[src/rtl/scramble_sequencer_pkg.sv]
`default_nettype none
// ============================================================================
// Module      : scramble_sequencer_pkg
// Description : Shared FSM state encoding, LFSR tap mask and small helper
//               functions for the scramble sequencer.
// Revision    : 1.0 - initial release
// ============================================================================
package scramble_sequencer_pkg;

    typedef enum logic [2:0] {
        ST_IDLE   = 3'd0,
        ST_SEL    = 3'd1,
        ST_FIRE   = 3'd2,
        ST_GAP    = 3'd3,
        ST_FINISH = 3'd4
    } state_t;

    // Fibonacci taps 16,14,13,11 expressed as bit positions 15,13,12,10
    localparam logic [15:0] LFSR_TAPS = 16'hB400;

    // Two-bit index to one-hot nibble
    function automatic logic [3:0] onehot4(input logic [1:0] idx);
        logic [3:0] vec;
        case (idx)
            2'd0:    vec = 4'b0001;
            2'd1:    vec = 4'b0010;
            2'd2:    vec = 4'b0100;
            default: vec = 4'b1000;
        endcase
        return vec;
    endfunction

    // One shift of the LFSR: shift left, feedback enters at bit 0
    function automatic logic [15:0] lfsr_advance(input logic [15:0] value);
        return {value[14:0], ^(value & LFSR_TAPS)};
    endfunction

endpackage
`default_nettype wire

[src/rtl/scramble_sequencer_if.sv]
`default_nettype none
// ============================================================================
// Module      : scramble_sequencer_if
// Description : User-side inputs and cell-side outputs of the sequencer.
//               master = stimulus/user side, slave = sequencer.
// Revision    : 1.0 - initial release
// ============================================================================
interface scramble_sequencer_if;
    logic       scramble_go;
    logic       user_fire;
    logic       user_nRow;
    logic [3:0] user_sel;
    logic       user_error;
    logic       user_add_n;
    logic [3:0] row;
    logic [3:0] col;
    logic       fire_out;
    logic       add_n_out;
    logic       busy;
    logic       done;

    modport master (
        output scramble_go, user_fire, user_nRow, user_sel, user_error, user_add_n,
        input  row, col, fire_out, add_n_out, busy, done
    );

    modport slave (
        input  scramble_go, user_fire, user_nRow, user_sel, user_error, user_add_n,
        output row, col, fire_out, add_n_out, busy, done
    );
endinterface
`default_nettype wire

[src/rtl/scramble_sequencer_lfsr16.sv]
`default_nettype none
// ============================================================================
// Module      : lfsr16
// Description : 16-bit Fibonacci LFSR that advances only when stepped.
//               A zero seed would lock the register, so it is forced to 1.
// Revision    : 1.0 - initial release
// ============================================================================
module lfsr16
    import scramble_sequencer_pkg::*;
(
    input  wire logic        clk,
    input  wire logic        reset,
    input  wire logic        step,
    input  wire logic [15:0] seed,
    output logic      [15:0] value
);

    logic [15:0] seed_safe;

    assign seed_safe = (seed == 16'h0000) ? 16'h0001 : seed;

    // Load the seed on reset, otherwise shift once per step request
    always_ff @(posedge clk) begin
        if (reset) begin
            value <= seed_safe;
        end else if (step) begin
            value <= lfsr_advance(value);
        end
    end

endmodule
`default_nettype wire

[src/rtl/scramble_sequencer.sv]
`default_nettype none
// ============================================================================
// Module      : scramble_sequencer
// Description : Drives row/col enables, fire and add_n of the 4x4 cell grid.
//               Idle: registered passthrough of the user controls.
//               Scramble: NUM_MOVES pseudo-random add moves from an LFSR.
// Revision    : 1.0 - initial release
// ============================================================================
module scramble_sequencer
    import scramble_sequencer_pkg::*;
#(
    parameter int          NUM_MOVES  = 16,
    parameter int          GAP_CYCLES = 4,
    parameter logic [15:0] LFSR_SEED  = 16'hACE1
) (
    input  wire logic            clk,
    input  wire logic            reset,
    scramble_sequencer_if.slave  bus
);

    localparam int             GAP_W    = (GAP_CYCLES > 1) ? $clog2(GAP_CYCLES) : 1;
    localparam logic [GAP_W-1:0] GAP_LAST = GAP_W'((GAP_CYCLES > 0) ? GAP_CYCLES - 1 : 0);
    localparam logic [7:0]     MOVES    = 8'(NUM_MOVES);

    state_t           state, next_state;
    logic [7:0]       move_cnt, move_cnt_next;
    logic [GAP_W-1:0] gap_cnt, gap_cnt_next;
    logic [15:0]      lfsr_value, lfsr_stepped;
    logic             step;
    logic             end_of_move;
    logic [3:0]       move_vec;

    logic [3:0]       row_reg, col_reg, row_next, col_next;
    logic             fire_reg, add_n_reg, busy_reg, done_reg;
    logic             fire_next, add_n_next, busy_next, done_next;

    lfsr16 u_lfsr (
        .clk   (clk),
        .reset (reset),
        .step  (step),
        .seed  (LFSR_SEED),
        .value (lfsr_value)
    );

    // The move is decoded from the value the LFSR takes on at this same edge
    assign lfsr_stepped = lfsr_advance(lfsr_value);
    assign move_vec     = onehot4(lfsr_stepped[1:0]);

    // State register and counters
    always_ff @(posedge clk) begin
        if (reset) begin
            state    <= ST_IDLE;
            move_cnt <= 8'd0;
            gap_cnt  <= '0;
        end else begin
            state    <= next_state;
            move_cnt <= move_cnt_next;
            gap_cnt  <= gap_cnt_next;
        end
    end

    // Next state and next output values; outputs are registered so they
    // always describe the state being entered
    always_comb begin
        next_state    = state;
        move_cnt_next = move_cnt;
        gap_cnt_next  = gap_cnt;
        step          = 1'b0;
        end_of_move   = 1'b0;
        row_next      = row_reg;
        col_next      = col_reg;
        fire_next     = 1'b0;
        add_n_next    = 1'b0;
        busy_next     = 1'b1;
        done_next     = 1'b0;

        case (state)
            ST_IDLE: begin
                busy_next = 1'b0;
                if (bus.scramble_go) begin
                    next_state    = ST_SEL;
                    move_cnt_next = 8'd0;
                    step          = 1'b1;
                    busy_next     = 1'b1;
                    row_next      = lfsr_stepped[2] ? 4'b0000 : move_vec;
                    col_next      = lfsr_stepped[2] ? move_vec : 4'b0000;
                end else begin
                    row_next   = (bus.user_error || bus.user_nRow)  ? 4'b0000 : bus.user_sel;
                    col_next   = (bus.user_error || !bus.user_nRow) ? 4'b0000 : bus.user_sel;
                    fire_next  = bus.user_fire & ~bus.user_error;
                    add_n_next = bus.user_add_n;
                end
            end
            ST_SEL: begin
                next_state    = ST_FIRE;
                fire_next     = 1'b1;
                move_cnt_next = move_cnt + 8'd1;
            end
            ST_FIRE: begin
                if (GAP_CYCLES == 0) begin
                    end_of_move = 1'b1;
                end else begin
                    next_state   = ST_GAP;
                    gap_cnt_next = '0;
                end
            end
            ST_GAP: begin
                if (gap_cnt == GAP_LAST) begin
                    end_of_move = 1'b1;
                end else begin
                    gap_cnt_next = gap_cnt + GAP_W'(1);
                end
            end
            ST_FINISH: begin
                next_state = ST_IDLE;
                busy_next  = 1'b0;
                row_next   = 4'b0000;
                col_next   = 4'b0000;
            end
            default: begin
                next_state = ST_IDLE;
                busy_next  = 1'b0;
                row_next   = 4'b0000;
                col_next   = 4'b0000;
            end
        endcase

        // Shared exit from FIRE (no gap) or the last gap cycle
        if (end_of_move) begin
            if (move_cnt < MOVES) begin
                next_state = ST_SEL;
                step       = 1'b1;
                row_next   = lfsr_stepped[2] ? 4'b0000 : move_vec;
                col_next   = lfsr_stepped[2] ? move_vec : 4'b0000;
            end else begin
                next_state = ST_FINISH;
                done_next  = 1'b1;
                row_next   = 4'b0000;
                col_next   = 4'b0000;
            end
        end
    end

    // Output registers
    always_ff @(posedge clk) begin
        if (reset) begin
            row_reg   <= 4'b0000;
            col_reg   <= 4'b0000;
            fire_reg  <= 1'b0;
            add_n_reg <= 1'b0;
            busy_reg  <= 1'b0;
            done_reg  <= 1'b0;
        end else begin
            row_reg   <= row_next;
            col_reg   <= col_next;
            fire_reg  <= fire_next;
            add_n_reg <= add_n_next;
            busy_reg  <= busy_next;
            done_reg  <= done_next;
        end
    end

    assign bus.row       = row_reg;
    assign bus.col       = col_reg;
    assign bus.fire_out  = fire_reg;
    assign bus.add_n_out = add_n_reg;
    assign bus.busy      = busy_reg;
    assign bus.done      = done_reg;

endmodule
`default_nettype wire

[src/flat_wrapper.sv]
// flat-port wrapper written by rule: the top's interface ports become plain ports
module scramble_sequencer_flat import scramble_sequencer_pkg::*;
#(
    parameter int          NUM_MOVES  = 16,
    parameter int          GAP_CYCLES = 4,
    parameter logic [15:0] LFSR_SEED  = 16'hACE1
)
  (clk, reset, bus_scramble_go, bus_user_fire, bus_user_nRow, bus_user_sel, bus_user_error, bus_user_add_n, bus_row, bus_col, bus_fire_out, bus_add_n_out, bus_busy, bus_done);
  scramble_sequencer_if bus_i ();
  input  wire logic clk;
  input  wire logic reset;
  input wire logic [$bits(bus_i.scramble_go)-1:0] bus_scramble_go;
  input wire logic [$bits(bus_i.user_fire)-1:0] bus_user_fire;
  input wire logic [$bits(bus_i.user_nRow)-1:0] bus_user_nRow;
  input wire logic [$bits(bus_i.user_sel)-1:0] bus_user_sel;
  input wire logic [$bits(bus_i.user_error)-1:0] bus_user_error;
  input wire logic [$bits(bus_i.user_add_n)-1:0] bus_user_add_n;
  output wire logic [$bits(bus_i.row)-1:0] bus_row;
  output wire logic [$bits(bus_i.col)-1:0] bus_col;
  output wire logic [$bits(bus_i.fire_out)-1:0] bus_fire_out;
  output wire logic [$bits(bus_i.add_n_out)-1:0] bus_add_n_out;
  output wire logic [$bits(bus_i.busy)-1:0] bus_busy;
  output wire logic [$bits(bus_i.done)-1:0] bus_done;
  assign bus_i.scramble_go = bus_scramble_go;
  assign bus_i.user_fire = bus_user_fire;
  assign bus_i.user_nRow = bus_user_nRow;
  assign bus_i.user_sel = bus_user_sel;
  assign bus_i.user_error = bus_user_error;
  assign bus_i.user_add_n = bus_user_add_n;
  assign bus_row = bus_i.row;
  assign bus_col = bus_i.col;
  assign bus_fire_out = bus_i.fire_out;
  assign bus_add_n_out = bus_i.add_n_out;
  assign bus_busy = bus_i.busy;
  assign bus_done = bus_i.done;
  scramble_sequencer #(.NUM_MOVES(NUM_MOVES), .GAP_CYCLES(GAP_CYCLES), .LFSR_SEED(LFSR_SEED)) u_core (.clk(clk), .reset(reset), .bus(bus_i));
endmodule
[config.mk]
export PLATFORM = sky130hd
export DESIGN_NAME = scramble_sequencer_flat
export DESIGN_NICKNAME = d
export VERILOG_FILES = /design/src/rtl/scramble_sequencer_pkg.sv /design/src/rtl/scramble_sequencer_if.sv /design/src/rtl/scramble_sequencer_lfsr16.sv /design/src/rtl/scramble_sequencer.sv /design/src/flat_wrapper.sv
export SDC_FILE = /design/constraint.sdc
export NUM_CORES = 1
export LEC_CHECK = 0
export BUFFER_PORTS_ARGS = -buffer_cell sky130_fd_sc_hd__buf_2
export CAP_MARGIN = 20
export CORE_UTILIZATION = 33
export DETAILED_ROUTE_END_ITERATION = 16
export PLACE_DENSITY = 0.53
export SLEW_MARGIN = 25
export SYNTH_ARGS = -nofsm -noshare
export SYNTH_HDL_FRONTEND = slang
export SYNTH_SLANG_ARGS = --single-unit
[constraint.sdc]
create_clock -name clk -period 2.8 [get_ports clk]
set_clock_uncertainty 0.2 [all_clocks]
set_input_delay 0.56 -clock clk [delete_from_list [all_inputs] [get_ports clk]]
set_output_delay 0.56 -clock clk [all_outputs]
set_load 0.01 [all_outputs]
Word-level counts from Yosys, hierarchy flattened
Index checks and enable logic that the tools add are counted.

storage, ports and cells
  flip-flop bits (word level) = 41
  input bits = 11
  output and inout port bits = 12
  word-level logic and storage cells = 73

cells by class
  add/sub/neg operators = 2
  magnitude comparators = 1
  equality and inequality tests = 11
  muxes and demuxes = 31
  bitwise gates (word level) = 4
  reductions and logical operators = 14

operators by type and width
  operator                                                                 count
  4-bit two-way mux                                                        10
  4-bit case mux with 2 select lines                                       2
  8-bit case mux with 2 select lines                                       1
  16-bit XOR reduction                                                     1
  3-bit case mux with 4 select lines                                       1
  4-bit case mux with 3 select lines                                       1
  3-bit two-way mux                                                        3
  8-bit by 1-bit adder with 8-bit output, second input constant            1
  8-bit by 5-bit < comparator with 1-bit output, second input constant     1
  1-bit two-way mux                                                        8
  8-bit two-way mux                                                        1
  3-bit by 2-bit equality test with 1-bit output, second input constant    2
  2-bit AND reduction                                                      3
  3-bit OR reduction                                                       2
  2-bit equality test, second input constant                               2
  2-bit by 1-bit inequality test with 1-bit output, second input constant  2
  2-bit inequality test, second input constant                             2
  1-bit case mux with 2 select lines                                       2
  2-bit case mux with 2 select lines                                       1
  2-bit nonzero test                                                       2
  3-bit by 1-bit equality test with 1-bit output, second input constant    1
  3-bit zero test                                                          1
  3-bit by 2-bit inequality test with 1-bit output, second input constant  1
  1-bit NOT                                                                3
  other kinds (8)                                                          9

Longest topological paths before layout
  word-level depth = 7
  gate-level depth with buffers = 6
  mapped depth without buffers = 5

Cells and area by module
Synthesis repeated with hierarchy kept, for this count alone.

unflattened totals
  cells, all modules = 191
  area, all modules = 2,150.8 um2

by module, submodules not included
  module              instances  cells an instance  area an instance (um2)  sequential area each (um2)
  scramble_sequencer  1          147                1,365.1                 500.5
  lfsr16              1          44                 785.8                   480.5

Least setup slack after synthesis
No wires, ideal clock.

  path kind = input -> register
  start = in bus_scramble_go
  end = reg u_core.u_lfsr.value[10]
  setup time = 122 ps
  arrival = 1,741 ps
  data required time = 2,478 ps
  path slack = 737 ps
  stages = 6
  buffers on the path = 2
  cells stage by stage = or4b_2 > clkbuf_4 > o31a_2 > buf_2 > nand2_1 > nand3b_1

between the ends
  longest elaborated chain between the ends = 4

ends and longest elaborated chain
  item                    RTL line                         text
  start: declaration      flat_wrapper.sv:12               input wire logic [$bits(bus_i.scramble_go)-1:0] bus_scramble_go;
  1-bit two-way mux (*)   scramble_sequencer.sv:80         if (bus.scramble_go) begin
  1-bit two-way mux (*)   scramble_sequencer.sv:77         case (state)
  1-bit two-way mux       scramble_sequencer.sv:130        if (move_cnt < MOVES) begin
  1-bit two-way mux (*)   scramble_sequencer.sv:129        if (end_of_move) begin
  end signal: assignment  scramble_sequencer_lfsr16.sv:25  value <= seed_safe;
  end signal: assignment  scramble_sequencer_lfsr16.sv:27  value <= lfsr_advance(value);
  end: declaration        scramble_sequencer_lfsr16.sv:15  output logic [15:0] value

Mark *: on every way between the ends. The rest lies on a longest branch, timed or not.
A chain may end at the register's enable or synchronous reset.

Final worst setup path
  start = reg u_core.move_cnt[4]
  end = reg u_core.col_reg[1], in the netlist u_core.bus.col[1]

between the ends
  longest elaborated chain between the ends = 3

ends and longest elaborated chain
  item                                           RTL line                   text
  start: declaration                             scramble_sequencer.sv:26   logic [7:0] move_cnt, move_cnt_next;
  start signal: assignment                       scramble_sequencer.sv:57   move_cnt <= move_cnt_next;
  8-bit by 5-bit < comparator with 1-bit output  scramble_sequencer.sv:130
  4-bit two-way mux                              scramble_sequencer.sv:130
  4-bit two-way mux                              scramble_sequencer.sv:129
  end signal: assignment                         scramble_sequencer.sv:155  col_reg <= col_next;
  end: declaration                               scramble_sequencer.sv:33   logic [3:0] row_reg, col_reg, row_next, col_next;

Every way passes these cells.

==> flow_summary.json <==
{
  "fin_area_sq_mm": 0.00204,
  "ys_warn_count": 0,
  "syn_inst": 212,
  "worstSetupStartpointType": "flip-flop",
  "worstHoldPathType": "flip-flop to flip-flop",
  "synth.distinct_cells": 41,
  "postPlaceCellArea_sq_mm": 0.00194,
  "wl_um": 3550,
  "antenna_found_initial": 0,
  "largest_register_ffs": 16,
  "setup_violations": 0,
  "min-delay-start": "u_core.u_lfsr.value[8]$_SDFFE_PP0P_",
  "path_class": "flip-flop to flip-flop",
  "pwr-share-seq_pct": 49.0,
  "grt_pass1_wl_um": 6150,
  "swShare_pct": 27.2,
  "wl_per_cell_um": 11.7,
  "root_buffer": "clkbuf_8",
  "p_clk_share_pct": 34.1,
  "syn_to_final_growth_pct": 12.2,
  "diodes": 0,
  "die-area_sq_mm": 0.00582,
  "period_needed_ns": 2.41,
  "cts_tree": "built",
  "rrSetupSlack_ns": 0.39,
  "via_per_inst": 4.99,
  "r2r_end": "u_core.bus.col[1]$_SDFFE_PP0P_",
  "post-route-period-util_pct": 86.1,
  "final_cell_mix": "dfxtp_1, nand2_1, a21oi_1, nor2_1, buf_2",
  "drc_errors": 0,
  "grt_max_degree": 27,
  "critPathArrivalTime_ns": 2.41,
  "ys_ff_latch": 41,
  "die_y_um": 76.3,
  "cellPowerDensity_mw_per_mm2": 662,
  "syn-cell-area_sq_mm": 0.00182,
  "worst_ep_required_time_ns": 2.80,
  "timing.fmax_ghz": 0.415,
  "coreArea_sq_mm": 0.00520,
  "post_cts_resized": 0,
  "slew_violations": 0,
  "holdPathEnd": "u_core.u_lfsr.value[8]$_SDFFE_PP0P_",
  "cts.htree.levels": 2,
  "ff2ff_path_depth": 4,
  "async_flop_share_pct": 0,
  "finalWorstSetupSlack_ns": 0.388,
  "r2r_start": "u_core.move_cnt[4]$_SDFFE_PP0P_",
  "cts_made_buffers": 5,
  "nets": 245,
  "dr.pass1.iters": 4,
  "holdBufCountCts": 0,
  "grt_overflow": 0,
  "row_count": 26,
  "start_util_pct": 35.0,
  "synth_top_area_share_pct": 45.1,
  "clock_latency_ns": 0.29,
  "pin_count": 23,
  "place_worst_setup_slack_ns": 0.366,
  "syn-num-nets": 225,
  "ys.flop_type": "dfxtp_1",
  "hold_depth": 2,
  "rsz0062_at_grt": "no",
  "hold_viol_final": 0,
  "gr-usage-all-layers_pct": 13.2,
  "switching_power_uw": 368,
  "yosysTopAreaCell": "dfxtp_1",
  "cp_max_fo": 18,
  "synth_edf_count": 0,
  "drt_iter0_drc": 54,
  "layout_commonest_cell": "dfxtp_1",
  "antenna_left": 0,
  "maxSlewHeadroom_pct": 50.2,
  "top_regs": "u_core.u_lfsr.value (16), u_core.move_cnt (8)",
  "cts.path.max_buffers": 2,
  "top_register": "u_core.u_lfsr.value",
  "dr_total_vias": 1506,
  "synth_area_leaders": "dfxtp_1, nand2_1, a21oi_1",
  "seq_area_frac_synth_pct": 45.1,
  "power_leakage_uw": 0.000803,
  "crit_start": "u_core.move_cnt[4]$_SDFFE_PP0P_",
  "worst_slew_pin_slew_ns": 0.748,
  "irDropWorstVdd_v": 0.000258,
  "cts.sinks": 41,
  "cts_setup_buffers": 0,
  "grt_pass1_vias": 1369,
  "layout-drive-gt1-share_pct": 17.2,
  "hpwlAfterDp_um": 2390,
  "drv_cap": 0,
  "portBuffers": 22,
  "p_int_uw": 984,
  "worstSetupEndpointType": "flip-flop",
  "syn_avg_cell_area_sq_um": 8.59,
  "combPwrFrac_pct": 16.9,
  "outcome": "finished, final reports clean",
  "place_congestion": 0.692,
  "die_w_um": 76.3,
  "cts.clk_slew.worst_paths_ns": 0.08,
  "setup_tns_ns": 0
}
stage by stage:
step / power [uW] / utilization (%) / cells / hold slack (ns)
final: 1350 / 39.2 / 302 / 0.255
after global routing: 1440 / 39.2 / 302 / 0.273
after CTS: 1380 / 39.2 / 302 / 0.260
after detailed placement: 908 / 37.2 / 295 / 0.248
after global placement: 907 / 37.2 / 295 / 0.241
after floorplan: 856 / - / 212 / 0.232
cell type report:
type,instances,area (sq um)
multi-input combinational,157,890
fill,558,3160
clock inverter,2,35.0
sequential,41,821
tap,70,87.6
inverter,2,7.51
timing repair buffer,25,133
clock buffer,5,68.8
metal layers:
metal	part of all wire [%]	track usage (%)	up-vias
met2	45	21.1	28
met4	1.8	6.35	0
met1	49	16.0	688
li1	-	-	785
met5	0	0	-
met3	5.0	4.31	5
power by group through the flow:
stage | Combinational, uW | Clock [uW] | Sequential [uW]
after global placement | 231 | 0 | 676
after detailed placement | 232 | 0 | 676
after global routing | 259 | 507 | 670
final | 229 | 461 | 662
after floorplan | 180 | 0 | 675
after CTS | 232 | 481 | 663
cells in the mapped netlist, types with 2 or more instances:
cell	instances
o21ai_0	3
nor4_1	2
buf_6	3
inv_1	2
dfxtp_1	41
o211ai_1	2
and2_1	3
ha_1	2
clkbuf_8	3
or4_4	2
clkbuf_1	4
nor2_1	23
xnor2_1	2
nand2_1	40
nor3b_1	4
nor3_1	9
nand2b_1	2
nand3b_1	9
o32ai_1	8
a21oi_1	24
a211oi_1	2
nand3_1	3
logic make-up (layout without fill, tap and decap cells):
kind of cell / Yosys count / count (layout) / share of synthesized area [%]
adder cells (fa/ha/maj): 2 / 2 / 1.37
AO/OA/AOI/OAI: 47 / 47 / 17.3
AND/OR/NAND/NOR: 104 / 104 / 28.2
multiplexers: 1 / 1 / 0.619
buffers and inverters: 14 / 34 / 6.05
flip-flops: 41 / 41 / 45.1
XOR/XNOR: 3 / 3 / 1.44
critical path, cell delays in order (launching register included):
cell	delay [ns]
dfxtp_1	0.35
or4_4	0.58
o31ai_4	0.67
o211ai_1	0.32
o32ai_1	0.20
how the worst max path moves through the flow:
stage | endpoint | slack, ns | depth (start not counted)
after floorplan | u_core.u_lfsr.value[10]$_SDFFE_PP1P_ | 0.74 | 6
after global placement | u_core.bus.col[0]$_SDFFE_PP0P_ | 0.39 | 5
after detailed placement | u_core.bus.col[1]$_SDFFE_PP0P_ | 0.37 | 5
after CTS | u_core.bus.col[1]$_SDFFE_PP0P_ | 0.36 | 4
after global routing | u_core.bus.col[1]$_SDFFE_PP0P_ | 0.22 | 4
final | u_core.bus.col[1]$_SDFFE_PP0P_ | 0.39 | 4
(Power assumes the default switching activity.)
